==> config.mk <==
export PLATFORM = sky130hd
export DESIGN_NAME = branch_resolve_arbiter
export DESIGN_NICKNAME = d
export VERILOG_FILES = /design/src/rtl/branch_resolve_arbiter.sv
export SDC_FILE = /design/constraint.sdc
export NUM_CORES = 1
export LEC_CHECK = 0
export BUFFER_PORTS_ARGS = -buffer_cell sky130_fd_sc_hd__buf_4
export CORE_MARGIN = 1.5
export CORE_UTILIZATION = 45
export DETAILED_ROUTE_END_ITERATION = 7
export GPL_ROUTABILITY_DRIVEN = 0
export HOLD_SLACK_MARGIN = 0.05
export SLEW_MARGIN = 20
export SYNTH_ARGS = -nofsm -noshare
export SYNTH_HDL_FRONTEND = slang
export SYNTH_SLANG_ARGS = --single-unit
==> constraint.sdc <==
create_clock -name clock -period 6.2 [get_ports clock]
set_clock_uncertainty 0.15 [all_clocks]
set_input_delay 0.93 -clock clock [delete_from_list [all_inputs] [get_ports clock]]
set_output_delay 0.93 -clock clock [all_outputs]
set_load 0.005 [all_outputs]
==> src/rtl/branch_resolve_arbiter.sv <==
// Purpose : buffers branch completions and issues one resolution per cycle to the
//           branch stack, oldest mispredict first, otherwise lowest occupied slot.
// Latency : a completion captured at edge t can issue at edge t+1 (out_* registered).
// Backpr. : in_ready drops when fewer than N_IN slots are free; the output side has
//           no backpressure, and the branch stack takes every resolution.
// Ports   : clock/reset (async, active-low); in_* = N_IN completion lanes;
//           out_* = one registered resolution per cycle; occupancy = valid entries.
module branch_resolve_arbiter #(
  parameter int BMW    = 8,
  parameter int N_IN   = 2,
  parameter int DEPTH  = 4,
  parameter int ADDR_W = 32
) (
  input  logic                       clock,
  input  logic                       reset,
  input  logic [N_IN-1:0]            in_valid,
  input  logic [N_IN*BMW-1:0]        in_bmm,
  input  logic [N_IN*BMW-1:0]        in_bmask,
  input  logic [N_IN-1:0]            in_mispred,
  input  logic [N_IN*ADDR_W-1:0]     in_target,
  output logic                       in_ready,
  output logic                       out_valid,
  output logic [BMW-1:0]             out_bmm,
  output logic                       out_mispred,
  output logic [ADDR_W-1:0]          out_target,
  output logic [$clog2(DEPTH+1)-1:0] occupancy
);

  localparam int OCC_W = $clog2(DEPTH+1);
  localparam int IDX_W = (DEPTH > 1) ? $clog2(DEPTH) : 1;

  typedef struct packed {
    logic              v;
    logic [BMW-1:0]    bmm;
    logic [BMW-1:0]    bmask;
    logic              mis;
    logic [ADDR_W-1:0] tgt;
  } entry_t;

  entry_t            ent_q [DEPTH];
  entry_t            ent_d [DEPTH];
  logic [OCC_W-1:0]  occ_q, occ_d;

  logic              out_valid_q, out_valid_d;
  logic [BMW-1:0]    out_bmm_q, out_bmm_d;
  logic              out_mis_q, out_mis_d;
  logic [ADDR_W-1:0] out_tgt_q, out_tgt_d;

  logic [DEPTH-1:0]  mis_ok;
  logic              sel_vld;
  logic [IDX_W-1:0]  sel_idx;
  logic [BMW-1:0]    sel_bmm;
  logic              sel_mis;
  logic [ADDR_W-1:0] sel_tgt;
  logic              mis_issue, cor_issue;

  // Ready depends on registered occupancy only; held low while in reset so
  // every output reads 0 during reset.
  assign in_ready    = reset & (occ_q <= OCC_W'(DEPTH - N_IN));
  assign out_valid   = out_valid_q;
  assign out_bmm     = out_bmm_q;
  assign out_mispred = out_mis_q;
  assign out_target  = out_tgt_q;
  assign occupancy   = occ_q;

  // A mispredict is issuable only if no other pending mispredict is older,
  // i.e. none of the other mispredicts' tags appear in its dependency mask.
  always_comb begin
    mis_ok = '0;
    for (int i = 0; i < DEPTH; i++) begin
      mis_ok[i] = ent_q[i].v && ent_q[i].mis;
      for (int j = 0; j < DEPTH; j++) begin
        if (j != i && ent_q[j].v && ent_q[j].mis &&
            ((ent_q[i].bmask & ent_q[j].bmm) != '0)) begin
          mis_ok[i] = 1'b0;
        end
      end
    end
  end

  // Lowest valid slot by default; lowest issuable mispredict overrides it.
  always_comb begin
    sel_vld = 1'b0;
    sel_idx = '0;
    for (int i = DEPTH-1; i >= 0; i--) begin
      if (ent_q[i].v) begin
        sel_vld = 1'b1;
        sel_idx = IDX_W'(i);
      end
    end
    for (int i = DEPTH-1; i >= 0; i--) begin
      if (mis_ok[i]) begin
        sel_idx = IDX_W'(i);
      end
    end
    sel_bmm   = ent_q[sel_idx].bmm;
    sel_mis   = ent_q[sel_idx].mis;
    sel_tgt   = ent_q[sel_idx].tgt;
    mis_issue = sel_vld && sel_mis;
    cor_issue = sel_vld && !sel_mis;
  end

  always_comb begin
    out_valid_d = sel_vld;
    out_bmm_d   = sel_vld ? sel_bmm : '0;
    out_mis_d   = sel_vld ? sel_mis : 1'b0;
    out_tgt_d   = sel_vld ? sel_tgt : '0;
  end

  // Next buffer state: retire the selected entry, apply its resolution to the
  // survivors and to the incoming lanes, then drop lanes into free slots.
  always_comb begin
    entry_t ln;
    logic   placed;
    ln     = '0;
    placed = 1'b0;
    for (int i = 0; i < DEPTH; i++) begin
      ent_d[i] = ent_q[i];
    end
    if (sel_vld) begin
      ent_d[sel_idx].v = 1'b0;
    end
    for (int i = 0; i < DEPTH; i++) begin
      if (ent_d[i].v) begin
        if (mis_issue && ((ent_d[i].bmask & sel_bmm) != '0)) begin
          ent_d[i].v = 1'b0;
        end else if (cor_issue) begin
          ent_d[i].bmask = ent_d[i].bmask & ~sel_bmm;
        end
      end
    end
    // Slots freed by this edge's retire/squash are reusable immediately, so
    // fill order is simply lowest free slot, lane 0 first.
    for (int l = 0; l < N_IN; l++) begin
      ln.v     = in_valid[l] & in_ready;
      ln.bmm   = in_bmm[l*BMW +: BMW];
      ln.bmask = in_bmask[l*BMW +: BMW];
      ln.mis   = in_mispred[l];
      ln.tgt   = in_target[l*ADDR_W +: ADDR_W];
      if (mis_issue && ((ln.bmask & sel_bmm) != '0)) begin
        ln.v = 1'b0;
      end
      if (cor_issue) begin
        ln.bmask = ln.bmask & ~sel_bmm;
      end
      placed = 1'b0;
      for (int i = 0; i < DEPTH; i++) begin
        if (ln.v && !placed && !ent_d[i].v) begin
          ent_d[i] = ln;
          placed   = 1'b1;
        end
      end
    end
    occ_d = '0;
    for (int i = 0; i < DEPTH; i++) begin
      if (ent_d[i].v) begin
        occ_d = occ_d + OCC_W'(1);
      end
    end
  end

  always_ff @(posedge clock or negedge reset) begin
    if (!reset) begin
      for (int i = 0; i < DEPTH; i++) begin
        ent_q[i] <= '0;
      end
      occ_q       <= '0;
      out_valid_q <= 1'b0;
      out_bmm_q   <= '0;
      out_mis_q   <= 1'b0;
      out_tgt_q   <= '0;
    end else begin
      for (int i = 0; i < DEPTH; i++) begin
        ent_q[i] <= ent_d[i];
      end
      occ_q       <= occ_d;
      out_valid_q <= out_valid_d;
      out_bmm_q   <= out_bmm_d;
      out_mis_q   <= out_mis_d;
      out_tgt_q   <= out_tgt_d;
    end
  end

  // Input legality: tags unique across buffer and accepted lanes, one-hot,
  // and a branch never depends on itself.
  logic dup_bad, onehot_bad, self_bad;
  always_comb begin
    logic [BMW-1:0] seen;
    logic [BMW-1:0] lb;
    seen       = '0;
    lb         = '0;
    dup_bad    = 1'b0;
    onehot_bad = 1'b0;
    self_bad   = 1'b0;
    for (int i = 0; i < DEPTH; i++) begin
      if (ent_q[i].v) begin
        if ((seen & ent_q[i].bmm) != '0) dup_bad = 1'b1;
        seen = seen | ent_q[i].bmm;
      end
    end
    for (int l = 0; l < N_IN; l++) begin
      if (in_valid[l] && in_ready) begin
        lb = in_bmm[l*BMW +: BMW];
        if ((seen & lb) != '0) dup_bad = 1'b1;
        if (!$onehot(lb)) onehot_bad = 1'b1;
        if ((lb & in_bmask[l*BMW +: BMW]) != '0) self_bad = 1'b1;
        seen = seen | lb;
      end
    end
  end

  a_unique_tag : assert property (@(posedge clock) disable iff (!reset) !dup_bad);
  a_onehot_tag : assert property (@(posedge clock) disable iff (!reset) !onehot_bad);
  a_no_self_dep: assert property (@(posedge clock) disable iff (!reset) !self_bad);

endmodule

# --- After elaboration in Yosys (flattened, before gate mapping) ---
# Cells that the tools add are included.
totals:
  input_bits: 102
  register_bits: 245
  output_inout_bits: 46
  word_cells: 212
classes:
  reduce_logical: 76
  bitwise_logic: 29
  magnitude_cmp: 3
  muxes: 76
  n_addsub: 3
op_table:
  columns: ["cell", "n"]
  rows:
  - ["$mux W50", 9]
  - ["$bwmux W200", 1]
  - ["$mux W200", 1]
  - ["$and A8 B8 Y8", 24]
  - ["$reduce_bool A8 Y1", 18]
  - ["$mux W8", 15]
  - ["$bmux W50 S2", 1]
  - ["$demux W50 S2", 1]
  - ["$mux W49", 2]
  - ["$logic_and A1 B1 Y1", 39]
  - ["$mux W1", 34]
  - ["$mux W32", 1]
  - ["$mux W2", 8]
  - ["$logic_not A1 Y1", 15]
  - ["$reduce_bool A3 Y1", 4]
  - ["$add A3 B1 Y3 const B", 3]
  - ["$mux W3", 3]
  - ["$not A8 Y8", 1]
  - ["$and A1 B1 Y1", 3]
  - ["$ge A3 B3 Y1 const B", 1]
  - ["$le A3 B2 Y1 const B", 1]
  - ["$lt A3 B1 Y1 const B", 1]
  - ["$not A2 Y3", 1]

# --- Depth between registers and ports, before layout ---
depth:
  word_depth: 41
  mapped_depth: 21

# --- Worst setup path before layout ---
# OpenSTA, ideal clock, no wires.
synth_path:
  path_kind: "register -> register"
  start: "register ent_q[134] (netlist name)"
  end: "register occ_q[1] (netlist: occupancy[1])"
  t_arrival_ps: 4216
  slack_ps: 1710
  path_stages_with_launch: 18
  setup_ps: 125
  path_cell_list: "dfrtp_1 -> a22oi_1 -> a41oi_1 -> or4_1 -> buf_2 -> a32o_1 -> a22o_1 -> nor3_4 -> a222oi_1 -> a31o_2 -> buf_4 -> nor2_1 -> a21oi_1 -> nor2_1 -> ha_1 -> xor2_1 -> ha_1 -> mux2_2"
synth_between:
  elab_chain_cells: 36
  word_cells_on_any_way: 103
  classes_between: "add/sub: 3; order compare: 2; mux: 40; bitwise: 10; reduce/logical: 48"
synth_lines:
  columns: ["element", "line_no", "rtl"]
  rows:
  - ["start: declaration", "40", "entry_t ent_q [DEPTH];"]
  - ["start signal: indexed assignment", "174", "ent_q[i] <= ent_d[i];"]
  - ["branches (longest 35 deep; another with $bmux W50 S2)", null, null]
  - ["$mux W3 (*)", "156", "if (ent_d[i].v) begin"]
  - ["via occ_d[1]", "42", "logic [OCC_W-1:0] occ_q, occ_d;"]
  - ["end signal: assignment", "167", "occ_q <= '0;"]
  - ["end signal: assignment", "176", "occ_q <= occ_d;"]
  - ["end: declaration", "42", null]
# Mark *: on every way through the listed nets, which the timed path passes. The select of a mux whose other input is x is not followed.
# A chain may end at the register's enable or synchronous reset.

# --- Worst setup path in the final report ---
layout_path:
  start: "register ent_q[39] (netlist name)"
  end: "register occ_q[1] (netlist: occupancy[1])"
layout_between:
  elab_chain_cells: 38
  word_cells_on_any_way: 105
  classes_between: "add/sub: 3; order compare: 2; mux: 42; bitwise: 10; reduce/logical: 48"
layout_lines:
  columns: ["element", "line_no"]
  rows:
  - ["branches (longest 37 deep; another with $bmux W50 S2)", null]
  - ["$mux W3 (*)", "156"]
  - ["via occ_d[1]", "42"]
# Marked as above.

==> metrics.md <==
| Metric | Value |
|---|---|
| Post-Synthesis Cells | 1,186 |
| CTS root buffer | clkbuf_16 |
| Comb power frac | 43.9% |
| Num Clock Sinks | 245 |
| Max-slew headroom | between 30% and 40% |
| Area leader, netlist | dfrtp_1 |
| Post-layout net count | between 1,000 and 1,500 |
| Number of flops mapped to enable cells by yosys | 0 |
| Crit-path max FO | 15 |
| Layout cells sized above 1 | around a fifth |
| Psw | 3.344 mW |
| First-pass GRT wire length | between 60,000 and 70,000 um |
| CP max-delay cell | a211oi_2 |
| Die Y | approximately 170 um |
| CP max stage delay | 720 ps |
| Nature of the critical path endpoint | flop |
| RSZ-0062 raised after global routing | no |
| Yosys Warn Count | 0 |
| Die Wd | ~170 um |
| Vias in the first global route | 11,391 |
| Post-route insts no fill | about 1,700 |
| Largest net degree at the start of global routing | 72 |
| Antenna-violating nets left | 0 |
| Tot Pwr | 7.820 mW |
| Tot GR Track Use | approximately 31% |
| CTS tree | done |
| Area grow syn2layout | 19.71% |
| Syn_nets | 1,291 |
| Seq pwr share | 35.3% |
| Share of the synthesized area in the top cell type | 48.52% |
| Routed wire length | about 44,000 um |
| Maximum clock rate | 181.1 MHz |
| DRT Pass-1 Iters | 7 |
| Slew Limit Fails | 0 |
| Initial antenna violation count | 0 |
| Max-cap violations | 0 |
| Synthesized area | roughly 13,000 um^2 |
| PortBufs | about 150 |
| Post-CTS setup buffer count | 0 |
| Arr. time, crit path | between 5000 and 6000 ps |
| Clock Pin Slew Worst Setup and Hold Paths | 60 ps |
| Status | complete, no violations |
| Post-synthesis sequential area ratio | slightly below 50% |
| Post-route setup TNS | 0 ps |
| Hold Crit Class | input port to asynchronous set/reset pin |
| Switching part of the total | 42.76% |
| Power density cells | between 500 and 600 nW/um^2 |
| Synth top area cells | dfrtp_1, a22oi_1, a22o_1 |
| Syn Area/Cell | 10.65 um^2 |
| Wire length per cell | 25.79 um |
| Filler Cells Inserted | 2,516 |
| Top cells by count, synth | dfrtp_1, a22oi_1, nand2_1 |
| Initial Util | 45.61% |
| Synth Flop Type | dfrtp_1 |
| Pint | 4.476 mW |
| Cell Chain, Critical Path | a22oi_1, a41oi_1, or4_1, a21oi_1, o32ai_1, a211oi_2, a222oi_1, a31o_2, nor2_1, a21oi_1, nor2_1, ha_1, xor2_1, ha_1, mux2_2 |
| Final min period | 5521 ps |
| Worst setup margin | about 680 ps |
| Final setup vio count | 0 |
| 1st-iter DRT viols | 1,474 |
| Levels on crit path | 15 |
| Largest delay share family, worst path | compound AO/OA/AOI/OAI gates |
| Reg-to-reg critical path startpoint | ent_q[39] |
| WS Path Type | flop to flop |
| DP HPWL | 28,000 um |
| FF-to-FF setup slack | around 680 ps |
| Max VDD drop | about 320 uV |
| Leakage | roughly 7.3 nW |
| Final Hold Fails | 0 |
| Buf/Inv on CP | 0 |
| Post-CTS sizing | 0 |
| Inst Count DP | roughly 1,700 |
| Async SR Flop Fraction | 100.0% |
| # diodes | 0 |
| Placeable Area | 27,710 um^2 |
| Via count | between 10,000 and 15,000 |
| Crit share post-route | between 80% and 90% |
| H-tree depth | 1 |
| Crit start category | flop |
| Cell row count | 61 |
| Worst skew pair latency | around 550 ps |
| Setup Slack @ Placement | ~960 ps |
| R2R depth | 15 |
| Die Area | 29,090 um^2 |
| Synthesized flop and latch total | 245 |
| Vias per cell | 6.679 |
| Reg-to-reg critical path endpoint | occupancy[1] |
| I/O pins | 148 |
| Unique masters post-synth | 71 |
| Clock share of power | 20.8% |
| Total grt overflow | 0 |
| Hold Buf Count CTS | 0 |
| DRC | 0 |
| Hold slack final | 122.0 ps |
| Clock Path Buffers | 3 |
| Worst Path Required | 6470 ps |
| Clock buffer count from CTS | 28 |
| Slew of the pin with the lowest slew margin | approximately 960 ps |
| Most frequent cell after synthesis | dfrtp_1 |
[logic make-up after synthesis]
family / after synthesis / synth area share [%]
simple gates: 269 / 11.13
flops: 245 / 48.52
buf+inv: 108 / 3.753
fa+ha+maj: 3 / 0.2971
xor+xnor: 4 / 0.4259
mux: 24 / 2.089
compound gates: 533 / 33.79
[layer usage]
metal | vias to the layer above | GRT usage [%] | share of wire (%)
met5 | - | 0 | 0
met4 | 0 | 11.24 | 4.1
met3 | 150 | 6.431 | 9.9
met2 | 679 | 46.42 | 44
met1 | 5678 | 43.54 | 42
li1 | 4908 | - | -
[layout make-up]
cell class                      instances  area [um^2]  area share (%)
Clock inverter                          7        75.07          0.4963
Tap cell                              378        473.0           3.127
Timing Repair Buffer                  183         1444           9.546
Sequential cell                       245         6131           40.53
Inverter                               21        78.83          0.5211
Clock buffer                           42        823.3           5.443
Multi-Input combinational cell        833         6101           40.33
[metrics by stage]
stage               instance area [um^2]  utilization (%)
floorplan                          12640                -
global placement                   14230            51.35
detailed placement                 14230            51.35
CTS                                15130            54.60
global route                       15130            54.60
finish                             15130            54.60
[state kept, by name, summed over array words and instances, names as in the netlist]
signal / flops
out_valid: 1
out_mispred: 1
out_target: 32
occupancy: 3
out_bmm: 8
ent_q: 200
[placed cells by master, fill, tap and decap left out, types with 32 or more instances in the layout]
master   instances
a21o_1          88
a21oi_1         37
a221o_1         41
a22o_1          97
a22oi_1        158
and2_1          39
buf_4          177
dfrtp_1        245
nand2_1        120
nor2_1          32
[power groups by stage]
| stage | sequential (mW) | clock (mW) | combinational, mW |
|---|---|---|---|
| finish | 2.76 | 1.63 | 3.43 |
| global route | 2.81 | 1.72 | 3.72 |
| CTS | 2.73 | 1.65 | 3.38 |
| detailed placement | 2.75 | 0 | 3.37 |
| global placement | 2.75 | 0 | 3.34 |
| floorplan | 2.55 | 0 | 2.24 |
[how the worst max path moves through the flow]
stage                     from            to  slack (ps)
CTS                  ent_q[39]  occupancy[1]         930
floorplan           ent_q[134]  occupancy[1]        1710
detailed placement   ent_q[40]  occupancy[1]         960
global route         ent_q[86]  occupancy[1]         550
finish               ent_q[39]  occupancy[1]         680
global placement     ent_q[39]  occupancy[1]         890
Note: power is estimated with default switching activity, not from simulation.
